<file path="src/rtl/imm_pkg.sv">
// Shared definitions for the pipelined RISC-V immediate generator.
// Holds the immediate format encoding (same encoding on in_imm_src and out_fmt), the base
// RV opcodes used by the auto-decoder, and the per-entry metadata record stored in the output
// FIFO alongside the immediate and the tag.
package imm_pkg;

  // Format encoding: values 6 and 7 on the select input are invalid; 7 on out_fmt means "none".
  localparam logic [2:0] FMT_I    = 3'd0;
  localparam logic [2:0] FMT_S    = 3'd1;
  localparam logic [2:0] FMT_B    = 3'd2;
  localparam logic [2:0] FMT_U    = 3'd3;
  localparam logic [2:0] FMT_J    = 3'd4;
  localparam logic [2:0] FMT_Z    = 3'd5;
  localparam logic [2:0] FMT_NONE = 3'd7;

  // RV32/RV64 base opcodes (instr[6:0]).
  localparam logic [6:0] OPC_OP_IMM    = 7'b0010011;
  localparam logic [6:0] OPC_LOAD      = 7'b0000011;
  localparam logic [6:0] OPC_JALR      = 7'b1100111;
  localparam logic [6:0] OPC_OP_IMM_32 = 7'b0011011;
  localparam logic [6:0] OPC_STORE     = 7'b0100011;
  localparam logic [6:0] OPC_BRANCH    = 7'b1100011;
  localparam logic [6:0] OPC_LUI       = 7'b0110111;
  localparam logic [6:0] OPC_AUIPC     = 7'b0010111;
  localparam logic [6:0] OPC_JAL       = 7'b1101111;
  localparam logic [6:0] OPC_SYSTEM    = 7'b1110011;
  localparam logic [6:0] OPC_OP        = 7'b0110011;
  localparam logic [6:0] OPC_OP_32     = 7'b0111011;

  // Width-independent part of a FIFO entry. The full entry adds imm[XLEN] and tag[TAG_W];
  // packages cannot take parameters, so the top composes it from this record.
  typedef struct packed {
    logic [2:0] fmt;
    logic       err;
  } imm_meta_t;

endpackage

</file>
<file path="src/rtl/imm_decode.sv">
// Combinational immediate extractor.
// Ports:
//   instr_i   [31:0]      instruction word
//   imm_src_i [2:0]       controller format select (ignored when AUTO_DECODE=1)
//   imm_o     [XLEN-1:0]  extended immediate (0 when no format applies)
//   fmt_o     [2:0]       format used, FMT_NONE when none/illegal
//   err_o                 illegal select or unknown opcode
module imm_decode
  import imm_pkg::*;
#(
  parameter int unsigned XLEN        = 32,
  parameter bit          AUTO_DECODE = 1'b0
) (
  input  logic [31:0]     instr_i,
  input  logic [2:0]      imm_src_i,
  output logic [XLEN-1:0] imm_o,
  output logic [2:0]      fmt_o,
  output logic            err_o
);

  logic [6:0]        opcode;
  logic              sign;
  logic [2:0]        fmt_sel;
  logic              err_sel;
  logic signed [31:0] raw;

  assign opcode = instr_i[6:0];
  assign sign   = instr_i[31];

  // Only one of opcode/funct3 or imm_src matters for a given AUTO_DECODE setting.
  logic unused_sel;
  assign unused_sel = ^{instr_i[14:12], opcode, imm_src_i};

  always_comb begin
    fmt_sel = FMT_NONE;
    err_sel = 1'b1;
    if (AUTO_DECODE) begin
      case (opcode)
        OPC_OP_IMM, OPC_LOAD, OPC_JALR, OPC_OP_IMM_32: begin
          fmt_sel = FMT_I;
          err_sel = 1'b0;
        end
        OPC_STORE: begin
          fmt_sel = FMT_S;
          err_sel = 1'b0;
        end
        OPC_BRANCH: begin
          fmt_sel = FMT_B;
          err_sel = 1'b0;
        end
        OPC_LUI, OPC_AUIPC: begin
          fmt_sel = FMT_U;
          err_sel = 1'b0;
        end
        OPC_JAL: begin
          fmt_sel = FMT_J;
          err_sel = 1'b0;
        end
        OPC_SYSTEM: begin
          // funct3[2] set selects the CSR*I forms whose rs1 field is a 5-bit zimm.
          fmt_sel = instr_i[14] ? FMT_Z : FMT_I;
          err_sel = 1'b0;
        end
        // R-type is legal but carries no immediate.
        OPC_OP, OPC_OP_32: err_sel = 1'b0;
        default: ;
      endcase
    end else if (imm_src_i <= FMT_Z) begin
      fmt_sel = imm_src_i;
      err_sel = 1'b0;
    end
  end

  // Build a 32-bit signed immediate, then widen by sign extension; zimm is non-negative in
  // this form so the same widening gives zero extension for it.
  always_comb begin
    raw = '0;
    case (fmt_sel)
      FMT_I: raw = {{20{sign}}, instr_i[31:20]};
      FMT_S: raw = {{20{sign}}, instr_i[31:25], instr_i[11:7]};
      FMT_B: raw = {{20{sign}}, instr_i[7], instr_i[30:25], instr_i[11:8], 1'b0};
      FMT_U: raw = {instr_i[31:12], 12'b0};
      FMT_J: raw = {{12{sign}}, instr_i[19:12], instr_i[20], instr_i[30:21], 1'b0};
      FMT_Z: raw = {27'b0, instr_i[19:15]};
      default: raw = '0;
    endcase
  end

  assign imm_o = XLEN'(raw);
  assign fmt_o = fmt_sel;
  assign err_o = err_sel;

endmodule

</file>
<file path="src/rtl/imm_gen_pipe.sv">
// Pipelined immediate generator: decodes accepted instructions and queues
// {imm, fmt, err, tag} in a 2-entry FIFO whose head drives the out_* ports.
// Ports:
//   clk, rst_n                       clock, async active-low reset
//   in_valid/in_ready                input handshake (in_ready from registered state only)
//   in_instr, in_imm_src, in_tag     instruction, format select, sideband tag
//   out_valid/out_ready              output handshake for the head entry
//   out_imm, out_fmt, out_err, out_tag  head entry fields
//   err_count                        saturating count of accepted entries flagged err
module imm_gen_pipe
  import imm_pkg::*;
#(
  parameter int unsigned XLEN        = 32,
  parameter bit          AUTO_DECODE = 1'b0,
  parameter int unsigned TAG_W       = 5,
  parameter int unsigned CNT_W       = 16
) (
  input  logic             clk,
  input  logic             rst_n,
  input  logic             in_valid,
  output logic             in_ready,
  input  logic [31:0]      in_instr,
  input  logic [2:0]       in_imm_src,
  input  logic [TAG_W-1:0] in_tag,
  output logic             out_valid,
  input  logic             out_ready,
  output logic [XLEN-1:0]  out_imm,
  output logic [2:0]       out_fmt,
  output logic             out_err,
  output logic [TAG_W-1:0] out_tag,
  output logic [CNT_W-1:0] err_count
);

  typedef struct packed {
    logic [XLEN-1:0]  imm;
    imm_meta_t        meta;
    logic [TAG_W-1:0] tag;
  } entry_t;

  logic [XLEN-1:0] dec_imm;
  logic [2:0]      dec_fmt;
  logic            dec_err;
  entry_t          dec_entry;

  imm_decode #(
    .XLEN        (XLEN),
    .AUTO_DECODE (AUTO_DECODE)
  ) u_decode (
    .instr_i   (in_instr),
    .imm_src_i (in_imm_src),
    .imm_o     (dec_imm),
    .fmt_o     (dec_fmt),
    .err_o     (dec_err)
  );

  assign dec_entry = '{imm: dec_imm, meta: '{fmt: dec_fmt, err: dec_err}, tag: in_tag};

  entry_t           mem_q [2];
  logic             wr_ptr_q, rd_ptr_q;
  logic [1:0]       count_q, count_d;
  logic [CNT_W-1:0] err_cnt_q, err_cnt_d;
  logic             push, pop;
  entry_t           head;

  assign in_ready  = (count_q != 2'd2);
  assign out_valid = (count_q != 2'd0);
  assign push      = in_valid & in_ready;
  assign pop       = out_valid & out_ready;

  always_comb begin
    count_d = count_q;
    if (push && !pop) begin
      count_d = count_q + 2'd1;
    end else if (pop && !push) begin
      count_d = count_q - 2'd1;
    end
  end

  always_comb begin
    err_cnt_d = err_cnt_q;
    if (push && dec_err && (err_cnt_q != '1)) begin
      err_cnt_d = err_cnt_q + CNT_W'(1);
    end
  end

  always_ff @(posedge clk or negedge rst_n) begin
    if (!rst_n) begin
      for (int i = 0; i < 2; i++) begin
        mem_q[i] <= '0;
      end
      wr_ptr_q  <= 1'b0;
      rd_ptr_q  <= 1'b0;
      count_q   <= 2'd0;
      err_cnt_q <= '0;
    end else begin
      if (push) begin
        mem_q[wr_ptr_q] <= dec_entry;
        wr_ptr_q        <= ~wr_ptr_q;
      end
      if (pop) begin
        rd_ptr_q <= ~rd_ptr_q;
      end
      count_q   <= count_d;
      err_cnt_q <= err_cnt_d;
    end
  end

  assign head      = mem_q[rd_ptr_q];
  assign out_imm   = head.imm;
  assign out_fmt   = head.meta.fmt;
  assign out_err   = head.meta.err;
  assign out_tag   = head.tag;
  assign err_count = err_cnt_q;

endmodule

</file>
<file path="config.mk">
export PLATFORM = sky130hd
export DESIGN_NAME = imm_gen_pipe
export DESIGN_NICKNAME = d
export VERILOG_FILES = /design/src/rtl/imm_pkg.sv /design/src/rtl/imm_decode.sv /design/src/rtl/imm_gen_pipe.sv
export SDC_FILE = /design/constraint.sdc
export NUM_CORES = 1
export LEC_CHECK = 0
export ABC_AREA = 1
export BUFFER_PORTS_ARGS = -buffer_cell sky130_fd_sc_hd__buf_4
export CAP_MARGIN = 20
export CELL_PAD_IN_SITES_DETAIL_PLACEMENT = 0
export CELL_PAD_IN_SITES_GLOBAL_PLACEMENT = 1
export CORE_MARGIN = 2
export CORE_UTILIZATION = 40
export DETAILED_ROUTE_END_ITERATION = 12
export PLACE_DENSITY_LB_ADDON = 0.1
export SLEW_MARGIN = 0
export SYNTH_ARGS = -nofsm -noshare
export SYNTH_HDL_FRONTEND = slang
export SYNTH_SLANG_ARGS = --single-unit
export TNS_END_PERCENT = 50
</file>
<file path="constraint.sdc">
create_clock -name clk -period 2.3 [get_ports clk]
set_clock_uncertainty 0.15 [all_clocks]
set_input_delay 0.115 -clock clk [delete_from_list [all_inputs] [get_ports clk]]
set_output_delay 0.115 -clock clk [all_outputs]
set_load 0.05 [all_outputs]
</file>
==> metrics.md, run 1 <==
| Metric | Value |
|---|---|
| Most used cell along the critical path | nand2_1 |
| Critical path startpoint category | primary input |
| Compound-cell area share of the yosys netlist | 8.08% |
| Post-route ant nets | 0 |
| CP startpoint | in_imm_src[2] |
| Final Hold Vio Count | 1 |
| Clk pwr share | 16.7% |
| XOR/XNOR Fraction of Synth Area | 1.90% |
| DRT iter0 DRCs | 274 |
| Total congestion overflow | 0 |
| Clock tree buffer depth | 2 |
| First-pass GRT wire length | 22800 µm |
| DR DRC count | 0 |
| WP data required | 2430 ps |
| Core ar. | 12500 µm² |
| Cell Count Post-Placement | 930 |
| Post-Synth Simple-Gate Area | 33.1% |
| Sw Ratio | 48.2% |
| CTS tree | built |
| Synth Warn # | 0 |
| Nets | 848 |
| CTS Sinks | 102 |
| Reg power frac | 31.5% |
| Post-Syn Instances | 682 |
| FF-to-FF path depth | 7 |
| TNS Setup | 0 ps |
| Max-cap violation count | 0 |
| Worst setup path end | mem_q[53]$_DFFE_PN0P_ |
| Ordered list of cells on the worst path | dlygate4sd3_1 > buf_4 > inv_4 > nand3_1 > nand2_1 > nand2_1 > nand3_1 > dlygate4sd3_1 > nand2_1 > o21ai_1 |
| Leak pwr | 3.42 nW |
| Layout Utilization | 52.6% |
| IO Port Bufs | 95 |
| Cell Area, Synth | 5080 µm² |
| R2r endpoint | err_count[6]$_DFFE_PN0P_ |
| Outcome | complete, but fails checks |
| CP max FO | 20 |
| Slew at the pin closest to its max-slew limit | 610 ps |
| Crit-path slowest cell | dlygate4sd3_1 |
| Crit. End Element | flop |
| Flop2flop setup slack | 370 ps |
| Slew Viols, Final | 0 |
| Minimum clock period | 2110 ps |
| RSZ-0062 raised after global routing | false |
| Skew-Pair Late Insertion Delay | 350 ps |
| GR Util All Layers | 21.8% |
| Pre-CTS WS | 384 ps |
| Largest family of logic cells by synthesized area | simple AND/OR/NAND/NOR gates |
| Drt first pass iters | 4 |
| Tcrit/Tclk final | 91.9% |
| WP data arrival | 2240 ps |
| Post-CTS Setup Inserts | 0 |
| Count of cell types in the netlist | 30 |
| Vias per Instance | 4.79 |
| Post-synthesis mux area share | 0% |
| #FFs+latches synth | 102 |
| Clock buffer count from CTS | 9 |
| Reg2reg start | err_count[0]$_DFFE_PN0P_ |
| Drt wl/cell | 14.1 µm |
| Hpwl dp | 9470 µm |
| Die Ht | 117 µm |
| Final worst-path setup slack | 186 ps |
| Die area | 13600 µm² |
| IO Pins | 103 |
| Final number of setup-violating endpoints | 0 |
| Fin Hold WS | -3.72 ps |
| Number of global-route vias before repair | 4667 |
| Max frequency | 0.473 GHz |
| Peak VDD IR | 1.09 mV |
| Final instance count without filler cells | 979 |
| Max H-tree Level | 3 |
| Synthesized net count | 728 |
| Pwr dens | 1440 nW/µm² |
| Area growth, synth to finish | 29.8% |
| Die W | 117 µm |
| Register area share after synthesis | 50.3% |
| Diodes inserted | 0 |
| Clk root buf | clkbuf_16 |
| Routability congestion estimate | 0.802 |
| Share of cells above drive strength 1 | 17.6% |
| Largest stage delay on the critical path | 590 ps |
| Fraction of the mapped netlist area in adder cells | 0.493% |
| Final wirelength | 13800 µm |
| P_int | 4.89 mW |
| Switching power | 4.56 mW |
| Max_slew headroom | 59.1% |
| CTS clk-pin slew, worst paths | 70 ps |
| FP Rows | 41 |
| WS Path Type | primary input to flop |
| Number of antenna violations at the first check in global routing | 0 |
| Vias | 4694 |
| Failing checks | hold timing |
| Starting Density | 40.6% |
| Combinational share of power | 51.8% |
| Most frequent cells in the layout | nand2_1, buf_4, dfrtp_1, o21ai_0, dlygate4sd3_1 |
| Largest net degree at the start of global routing | 53 |
| Synth Area per Inst | 7.44 µm² |
| Worst hold path type | primary input to flop |
| Most common cell after layout, fill and taps aside | nand2_1 |
[per-layer routing]
layer  wire length (µm)  up-vias  track usage [%]
li1                   -     2376                -
met1               6800     2211             30.5
met2               6270       95             35.0
met3                544       12             3.63
met4                191        0             6.90
met5                  0        -                0
[cell usage after synthesis, drive strengths merged]
| master | n | area [µm²] |
|---|---|---|
| ha | 2 | 25.0 |
| inv | 36 | 135 |
| nor2 | 18 | 85.1 |
| dfrtp | 102 | 2550 |
| o211ai | 2 | 15.0 |
| nand3 | 27 | 140 |
| nand4 | 5 | 31.3 |
| nand2 | 369 | 1400 |
| nor3 | 2 | 26.3 |
| clkbuf | 12 | 45.0 |
| o22ai | 1 | 6.26 |
| o21ai | 63 | 323 |
| xnor2 | 8 | 70.1 |
| xor2 | 3 | 26.3 |
| clkinv | 1 | 3.75 |
| a21oi | 11 | 66.3 |
| buf | 20 | 130 |
[critical path, delay by kind of cell]
kind	cells	cell delay (ps)
buf+inv	4	1520
compound gates	1	80
simple gates	5	510
[power groups by stage]
stage / logic (mW) / clock network, mW / registers (mW)
after floorplan: 3.40 / 0 / 2.99
after global placement: 4.83 / 0 / 2.98
after detailed placement: 4.89 / 0 / 3.01
after CTS: 4.96 / 1.61 / 2.98
after global routing: 5.33 / 1.69 / 3.08
final: 4.90 / 1.58 / 2.98
[kinds of logic after synthesis]
kind of cell               Yosys count
AOI/OAI and AO/OA                   77
xor gates and xnor gates            11
adders and majority gates            2
buffers and inverters               69
DFF                                102
and+or+nand+nor                    421
[state kept, by name (all words and copies together) (netlist names)]
name / count
count_q: 2
wr_ptr_q: 1
err_count: 16
rd_ptr_q: 1
mem_q: 82
[through the flow]
stage	cell area [µm²]	power, mW
after global placement	5950	7.81
after CTS	6590	9.55
final	6590	9.46
after floorplan	5080	6.38
after global routing	6590	10.1
after detailed placement	5950	7.91
[area by class of cell]
type | count | area [µm²]
fillers | 1277 | 5930
flip-flops and latches | 102 | 2550
multi-input cells | 511 | 2210
repair buffers | 141 | 1170
clock buffers | 13 | 260
well taps | 172 | 215
inverters | 37 | 141
clock inverters | 3 | 42.5
[how the worst min path moves through the flow]
| stage | from | end | cells after the start |
|---|---|---|---|
| after global placement | rst_n | mem_q[47]$_DFFE_PN0P_ | 1 |
| after CTS | in_instr[20] | mem_q[70]$_DFFE_PN0P_ | 5 |
| final | in_instr[20] | mem_q[70]$_DFFE_PN0P_ | 5 |
| after detailed placement | rst_n | mem_q[61]$_DFFE_PN0P_ | 1 |
| after floorplan | rst_n | count_q[0]$_DFFE_PN0P_ | 0 |
| after global routing | in_instr[23] | mem_q[73]$_DFFE_PN0P_ | 5 |
[what timing repair did]
action / 4_1_cts / 5_1_grt
resized for setup: 0 / 2
endpoints found under the setup margin: 0 / 6
endpoints found under the hold margin: 106 / 0
hold buffers: 33 / 0
(Power assumes the default switching activity.)
==> inputs of run 2 (changes only) <==
--- a/config.mk
+++ b/config.mk
@@ -5,14 +5,14 @@
 export SDC_FILE = /design/constraint.sdc
 export NUM_CORES = 1
 export LEC_CHECK = 0
-export ABC_AREA = 1
 export BUFFER_PORTS_ARGS = -buffer_cell sky130_fd_sc_hd__buf_4
 export CAP_MARGIN = 20
 export CELL_PAD_IN_SITES_DETAIL_PLACEMENT = 0
 export CELL_PAD_IN_SITES_GLOBAL_PLACEMENT = 1
 export CORE_MARGIN = 2
-export CORE_UTILIZATION = 40
+export CORE_UTILIZATION = 42
 export DETAILED_ROUTE_END_ITERATION = 12
+export MAX_ROUTING_LAYER = met4
 export PLACE_DENSITY_LB_ADDON = 0.1
 export SLEW_MARGIN = 0
 export SYNTH_ARGS = -nofsm -noshare
==> run 2 against run 1 <==
Against the previous run: the run now ends clean; flip-flop and latch count is the same; cell area fell by 5.2%; sequential share of layout area up 2.1 points; highest routed layer unchanged.
==> metrics.md, run 2 <==
| Metric | Value |
|---|---|
| Post-synth EDFFs | 0 (unchanged) |
| Vias | 3679 (-22%) |
| Clock buffer count from CTS | 9 (unchanged) |
| WP data required | 2370 ps (-60 ps) |
| IO Pins | 103 (unchanged) |
| Number of antenna violations at the first check in global routing | 0 (unchanged) |
| Final number of setup-violating endpoints | 0 (unchanged) |
| Most common cell after layout, fill and taps aside | dfrtp_1 |
| CP startpoint | err_count[0]$_DFFE_PN0P_ |
| Slew Viols, Final | 0 (unchanged) |
| RSZ-0062 raised after global routing | false |
| Final Power | 9.25 mW (-2.2%) |
| Synth Warn # | 0 (unchanged) |
| Final wirelength | 11100 µm (-20%) |
| Final Hold Vio Count | 0 (-1) |
| Worst hold path type | primary input to flop |
| Post-route ant nets | 0 (unchanged) |
| Post-CTS sizing | 0 (unchanged) |
| Fill count | 1037 (-19%) |
| FF-to-FF path depth | 5 (-2) |
| CTS Sinks | 102 (unchanged) |
| Post-CTS Setup Inserts | 0 (unchanged) |
| Starting Density | 42.7% (+2.1 points) |
| Worst setup path end | err_count[15]$_DFFE_PN0P_ |
| Drt first pass iters | 4 (unchanged) |
| Clk root buf | clkbuf_16 |
| Async SR Flop Fraction | 100% (unchanged) |
| Die Ht | 111 µm (-4.7%) |
| Synth area leaders | dfrtp_1, mux2_2, o21ai_0, nand2_1, a21oi_1 |
| DRT iter0 DRCs | 165 (-40%) |
| CTS clk-pin slew, worst paths | 70 ps (about the same) |
| Share of cells above drive strength 1 | 32.4% (+15 points) |
| Leak pwr | 2.95 nW (-14%) |
| Area growth, synth to finish | 29.4% |
| Cell Area, Synth | 4830 µm² (-4.9%) |
| Placed Area | 5690 µm² (-4.4%) |
| Largest net degree at the start of global routing | 75 (+42%) |
| Total congestion overflow | 0 (unchanged) |
| Hpwl dp | 7670 µm (-19%) |
| Max_slew headroom | 58.8% (-0.26 points) |
| Top post-synthesis cells by count | dfrtp_1, nand2_1, o21ai_0, mux2_2, a21oi_1 |
| Hold path cells | 2 (-3) |
| Skew-Pair Late Insertion Delay | 340 ps (about the same) |
| IO Port Bufs | 95 (unchanged) |
| Synth Area per Inst | 10.4 µm² (+39%) |
| Drt wl/cell | 15.3 µm (+8.7%) |
| Register area share after synthesis | 52.9% (+2.6 points) |
| Core ar. | 11300 µm² (-9.6%) |
| Post-Syn Instances | 466 (-32%) |
| CP max FO | 6 (-70%) |
| Most frequent cells in the layout | dfrtp_1, buf_4, nand2_1, o21ai_0, mux2_2 |
| Yosys top cell by area | dfrtp_1 |
| Max H-tree Level | 3 (unchanged) |
| R2r endpoint | err_count[15]$_DFFE_PN0P_ |
| Crit. End Element | flop |
| Reg2reg start | err_count[0]$_DFFE_PN0P_ |
| First-pass GRT wire length | 18500 µm (-19%) |
| Synthesized net count | 512 (-30%) |
| Max-cap violation count | 0 (unchanged) |
| Pwr dens | 1480 nW/µm² (+3.1%) |
| WP data arrival | 2020 ps (-220 ps) |
| Top_reg_cell synth | dfrtp_1 |
| Hold_buf cts | 27 (-18%) |
| Routability congestion estimate | 0.821 (+2.3%) |
| FP Rows | 39 (-4.9%) |
| Outcome | complete, no violations |
| Count of cell types in the netlist | 40 (+33%) |
| Max frequency | 0.512 GHz (+8.3%) |
| Flop2flop setup slack | 350 ps (-20 ps) |
| Minimum clock period | 1950 ps (-162 ps) |
| Peak VDD IR | 0.807 mV (-26%) |
| GR Util All Layers | 19.3% (-2.5 points) |
| Synth top area share | 52.9% (+2.6 points) |
| Clock tree buffer depth | 2 (unchanged) |
| Slew at the pin closest to its max-slew limit | 617 ps (+7.22 ps) |
| DR DRC count | 0 (unchanged) |
| Vias per Instance | 5.08 (+6.0%) |
| Number of global-route vias before repair | 3692 (-21%) |
| Diodes inserted | 0 (unchanged) |
| Die area | 12400 µm² (-9.1%) |
| #FFs+latches synth | 102 (unchanged) |
| Die W | 111 µm (-4.7%) |
| Design area | 6250 µm² (-5.2%) |
| Critical path startpoint category | flop |
| CTS tree | built |
| Largest Register | mem_q |
| Max reg flops | 82 (unchanged) |
| Tcrit/Tclk final | 84.9% (-7.0 points) |
| Count leader, synth | dfrtp_1 |
| Nets | 622 (-27%) |
| WS Path Type | flop to flop |
| TNS Setup | 0 ps (unchanged) |
==> run 2: layer usage <==
layer | up-vias | routed length [µm] | global-route usage [%]
li1 | 1848 | - | -
met1 | 1752 | 5180 | 24.9
met2 | 66 | 5380 | 30.8
met3 | 13 | 363 | 3.39
met4 | 0 | 169 | 7.08
met5 | - | 0 | -
==> run 2: worst min path at each step <==
stage / from / slack, ps / endpoint
3_3_place_gp: rst_n / -100 / mem_q[60]$_DFFE_PN0P_
4_1_cts: in_imm_src[1] / 40 / mem_q[48]$_DFFE_PN0P_
6_report: in_imm_src[1] / 60 / mem_q[48]$_DFFE_PN0P_
3_5_place_dp: rst_n / -90 / mem_q[60]$_DFFE_PN0P_
2_1_floorplan: rst_n / -330 / count_q[0]$_DFFE_PN0P_
5_1_grt: in_imm_src[1] / 60 / mem_q[48]$_DFFE_PN0P_
==> run 2: kinds of logic after synthesis <==
| logic type | count (synthesis) | share of synthesized area (%) |
|---|---|---|
| adder cells (fa/ha/maj) | 2 | 0.518 |
| flip-flops | 102 | 52.9 |
| multiplexers | 61 | 14.7 |
| AND/OR/NAND/NOR | 145 | 14.0 |
| XOR/XNOR | 16 | 2.90 |
| buffers and inverters | 34 | 3.16 |
| AO/OA/AOI/OAI | 106 | 11.9 |
==> run 2: worst max-delay path: stages, from the launching register on <==
cell      delay [ps]
dfrtp_1          430
ha_1             270
and3_1           270
a311oi_1         410
nand4_1          160
xnor2_1          140
==> run 2: cell type report <==
type                       count  area (µm²)  area share, %
sequential                   102        2550           40.9
multi-input combinational    330        2120           34.0
inverter                       3        11.3          0.180
clock buffer                  12         267           4.27
clock inverter                 4        20.0          0.320
tap                          143         179           2.86
timing repair buffer         130        1090           17.5
==> run 2: power breakdown <==
group          internal, mW  switching [mW]  leakage [nW]  total (mW)
Sequential             2.52           0.394          1.31        2.91
Clock                 0.815           0.638         0.148        1.45
Combinational          1.77            3.11          1.50        4.89
Total                  5.11            4.14          2.95        9.25
==> run 2: per-stage QoR <==
stage	util [%]	setup WS [ps]	instances	hold slack [ps]
6_report	55.2	348	724	59.3
5_1_grt	55.2	157	724	62.2
4_1_cts	55.2	348	724	43.7
3_5_place_dp	50.3	350	681	-87.7
3_3_place_gp	50.3	342	681	-95.2
2_1_floorplan	-	129	466	-331
==> inputs of run 3 (changes only) <==
--- a/config.mk
+++ b/config.mk
@@ -5,12 +5,13 @@
 export SDC_FILE = /design/constraint.sdc
 export NUM_CORES = 1
 export LEC_CHECK = 0
+export ABC_AREA = 1
 export BUFFER_PORTS_ARGS = -buffer_cell sky130_fd_sc_hd__buf_4
 export CAP_MARGIN = 20
 export CELL_PAD_IN_SITES_DETAIL_PLACEMENT = 0
 export CELL_PAD_IN_SITES_GLOBAL_PLACEMENT = 1
 export CORE_MARGIN = 2
-export CORE_UTILIZATION = 42
+export CORE_UTILIZATION = 40
 export DETAILED_ROUTE_END_ITERATION = 12
 export MAX_ROUTING_LAYER = met4
 export PLACE_DENSITY_LB_ADDON = 0.1
==> constraint.sdc (replaced) <==
create_clock -name clk -period 1.9 [get_ports clk]
set_clock_uncertainty 0.15 [all_clocks]
set_input_delay 0.095 -clock clk [delete_from_list [all_inputs] [get_ports clk]]
set_output_delay 0.095 -clock clk [all_outputs]
set_load 0.05 [all_outputs]
==> run 3 against run 2 <==
Against the previous run: total power grew 24%; sequential share of layout area is 2.4 points lower; register-to-register slack got worse by 190 ps; non-clock buffer count up 14; utilization decreased by 2.1 points; highest routed layer unchanged; flip-flop and latch count did not move; clock power increased by 23%; cell count is 36% higher; global-route usage increased by 3.3 points.
==> metrics.md, run 3 (synthesis gave the netlist of run 1 again) <==
| Metric | Value |
|---|---|
| Number of global-route vias before repair | 4499 (+22%) |
| Drt wl/cell | 14.2 µm (-7.5%) |
| Design area | 6640 µm² (+6.3%) |
| Max H-tree Level | 3 (unchanged) |
| Starting Density | 40.6% (-2.1 points) |
| WP data required | 1650 ps (-720 ps) |
| Pre-CTS WS | 156 ps (-194 ps) |
| CP top delay family | buffers and inverters |
| Peak VDD IR | 1.27 mV (+58%) |
| Final Power | 11.5 mW (+24%) |
| Tcrit/Tclk final | 93.8% |
| CTS tree | built |
| DRT iter0 DRCs | 292 (+77%) |
| Critical path startpoint category | flop |
| Post-route ant nets | 0 (unchanged) |
| RSZ-0062 raised after global routing | false |
| Final wirelength | 13900 µm (+25%) |
| Fin Hold WS | 34.9 ps (-24.5 ps) |
| Worst hold path type | primary input to flop |
| Max-cap violation count | 0 (unchanged) |
| WS Path Type | flop to primary output |
| Core ar. | 12500 µm² (+11%) |
| Layout Utilization | 53.1% (-2.1 points) |
| CTS Sinks | 102 (unchanged) |
| Die W | 117 µm (+4.9%) |
| WP data arrival | 1540 ps (-480 ps) |
| Vias per Instance | 4.82 (-5.2%) |
| Most frequent cells in the layout | nand2_1, buf_4, dfrtp_1, o21ai_0, dlygate4sd3_1 |
| Max_slew headroom | 70.4% (+12 points) |
| IO Pins | 103 (unchanged) |
| Crit. End Element | primary output |
| Largest Register | mem_q |
| Hpwl dp | 9440 µm (+23%) |
| GR Util All Layers | 22.6% (+3.3 points) |
| Die Ht | 117 µm (+4.9%) |
| Diodes inserted | 0 (unchanged) |
| Largest stage delay on the critical path | 480 ps (+50 ps) |
| WP buf/inv | 3 (+3) |
| Crit-path slowest cell | dfrtp_2 |
| Fill count | 1272 (+23%) |
| DR DRC count | 0 (unchanged) |
| Outcome | complete, no violations |
| Most common cell after layout, fill and taps aside | nand2_1 |
| First-pass GRT wire length | 22800 µm (+23%) |
| Vias | 4732 (+29%) |
| Clk root buf | clkbuf_16 |
| Slew Viols, Final | 0 (unchanged) |
| Routability congestion estimate | 0.785 (-4.4%) |
| Minimum clock period | 1780 ps |
| Final number of setup-violating endpoints | 0 (unchanged) |
| CP max FO | 22 (+16) |
| Final worst-path setup slack | 117 ps (-231 ps) |
| Placed Area | 6000 µm² (+5.3%) |
| Max frequency | 0.561 GHz |
| Die area | 13600 µm² (+10%) |
| Total congestion overflow | 0 (unchanged) |
| Clock tree buffer depth | 2 (unchanged) |
| Clock buffer count from CTS | 9 (unchanged) |
| Slew at the pin closest to its max-slew limit | 444 ps (-173 ps) |
| Ordered list of cells on the worst path | inv_1 > buf_12 > nand2_1 > nand2_1 > buf_6 |
| Leak pwr | 3.44 nW (+16%) |
| Number of antenna violations at the first check in global routing | 0 (unchanged) |
| Skew-Pair Late Insertion Delay | 350 ps (about the same) |
| Drt first pass iters | 6 (+2) |
| IO Port Bufs | 95 (unchanged) |
| Area growth, synth to finish | 30.9% |
| Most used cell along the critical path | nand2_1 |
| Largest net degree at the start of global routing | 49 (-35%) |
| Nets | 851 (+37%) |
| CTS clk-pin slew, worst paths | 60 ps (about the same) |
| FP Rows | 41 (+5.1%) |
| Post-CTS Setup Inserts | 0 (unchanged) |
| Share of cells above drive strength 1 | 18.1% (-14 points) |
| Final Hold Vio Count | 0 (unchanged) |
| Max reg flops | 82 (unchanged) |
| Pwr dens | 1730 nW/µm² (+17%) |
-- run 3: cell type report --
cell class	instances	area, µm²	share of cell area, %
clock buffers	13	270	4.07
clock inverters	3	17.5	0.264
flip-flops and latches	102	2560	38.5
repair buffers	144	1240	18.6
multi-input cells	511	2210	33.3
well taps	172	215	3.24
inverters	37	139	2.09
-- run 3: per-layer routing --
| layer | routed length [µm] | up-vias | track usage (%) |
|---|---|---|---|
| li1 | - | 2371 | - |
| met1 | 6820 | 2244 | 31.2 |
| met2 | 6330 | 98 | 33.8 |
| met3 | 491 | 19 | 3.22 |
| met4 | 278 | 0 | 8.71 |
| met5 | 0 | - | - |
-- run 3: what timing repair did --
| action | in CTS | in global routing |
|---|---|---|
| hold buffers | 34 | 0 |
| pin swaps | 0 | 0 |
| cloned | 0 | 0 |
| setup endpoints to repair | 6 | 5 |
| gates resized for setup | 1 | 4 |
| endpoints found under the hold margin | 142 | 0 |
-- run 3: metrics by stage --
stage	instances	setup TNS [ps]
2_1_floorplan	682	-1440
3_3_place_gp	932	0
3_5_place_dp	932	0
4_1_cts	982	0
5_1_grt	982	0
6_report	982	0
-- run 3: report_power, final --
| group | total (mW) | leakage (nW) | internal [mW] | switching, mW |
|---|---|---|---|---|
| Combinational | 6.07 | 1.98 | 1.84 | 4.23 |
| Clock | 1.79 | 0.142 | 0.992 | 0.797 |
| Sequential | 3.60 | 1.32 | 3.09 | 0.511 |
-- run 3: path summary, 6_finish.rpt --
kind	slack (ps)	start	cells after the start	endpoint
min reg2reg	320	mem_q[3]$_DFFE_PN0P_	2	mem_q[3]$_DFFE_PN0P_
max in group asynchronous	770	rst_n	3	mem_q[62]$_DFFE_PN0P_
max reg2reg	160	count_q[0]$_DFFE_PN0P_	8	count_q[1]$_DFFE_PN0P_
min in group asynchronous	80	rst_n	2	mem_q[20]$_DFFE_PN0P_
max	120	rd_ptr_q$_DFFE_PN0P_	5	out_imm[8]
min	30	in_imm_src[0]	5	mem_q[6]$_DFFE_PN0P_
-- run 3: worst reg2reg max path: cells and delay by family, from the launching register on --
| kind | cells | cell delay [ps] |
|---|---|---|
| xor gates and xnor gates | 1 | 150 |
| buffers and inverters | 2 | 140 |
| adders and majority gates | 1 | 320 |
| DFF | 1 | 400 |
| and+or+nand+nor | 2 | 250 |
| AOI/OAI and AO/OA | 2 | 220 |
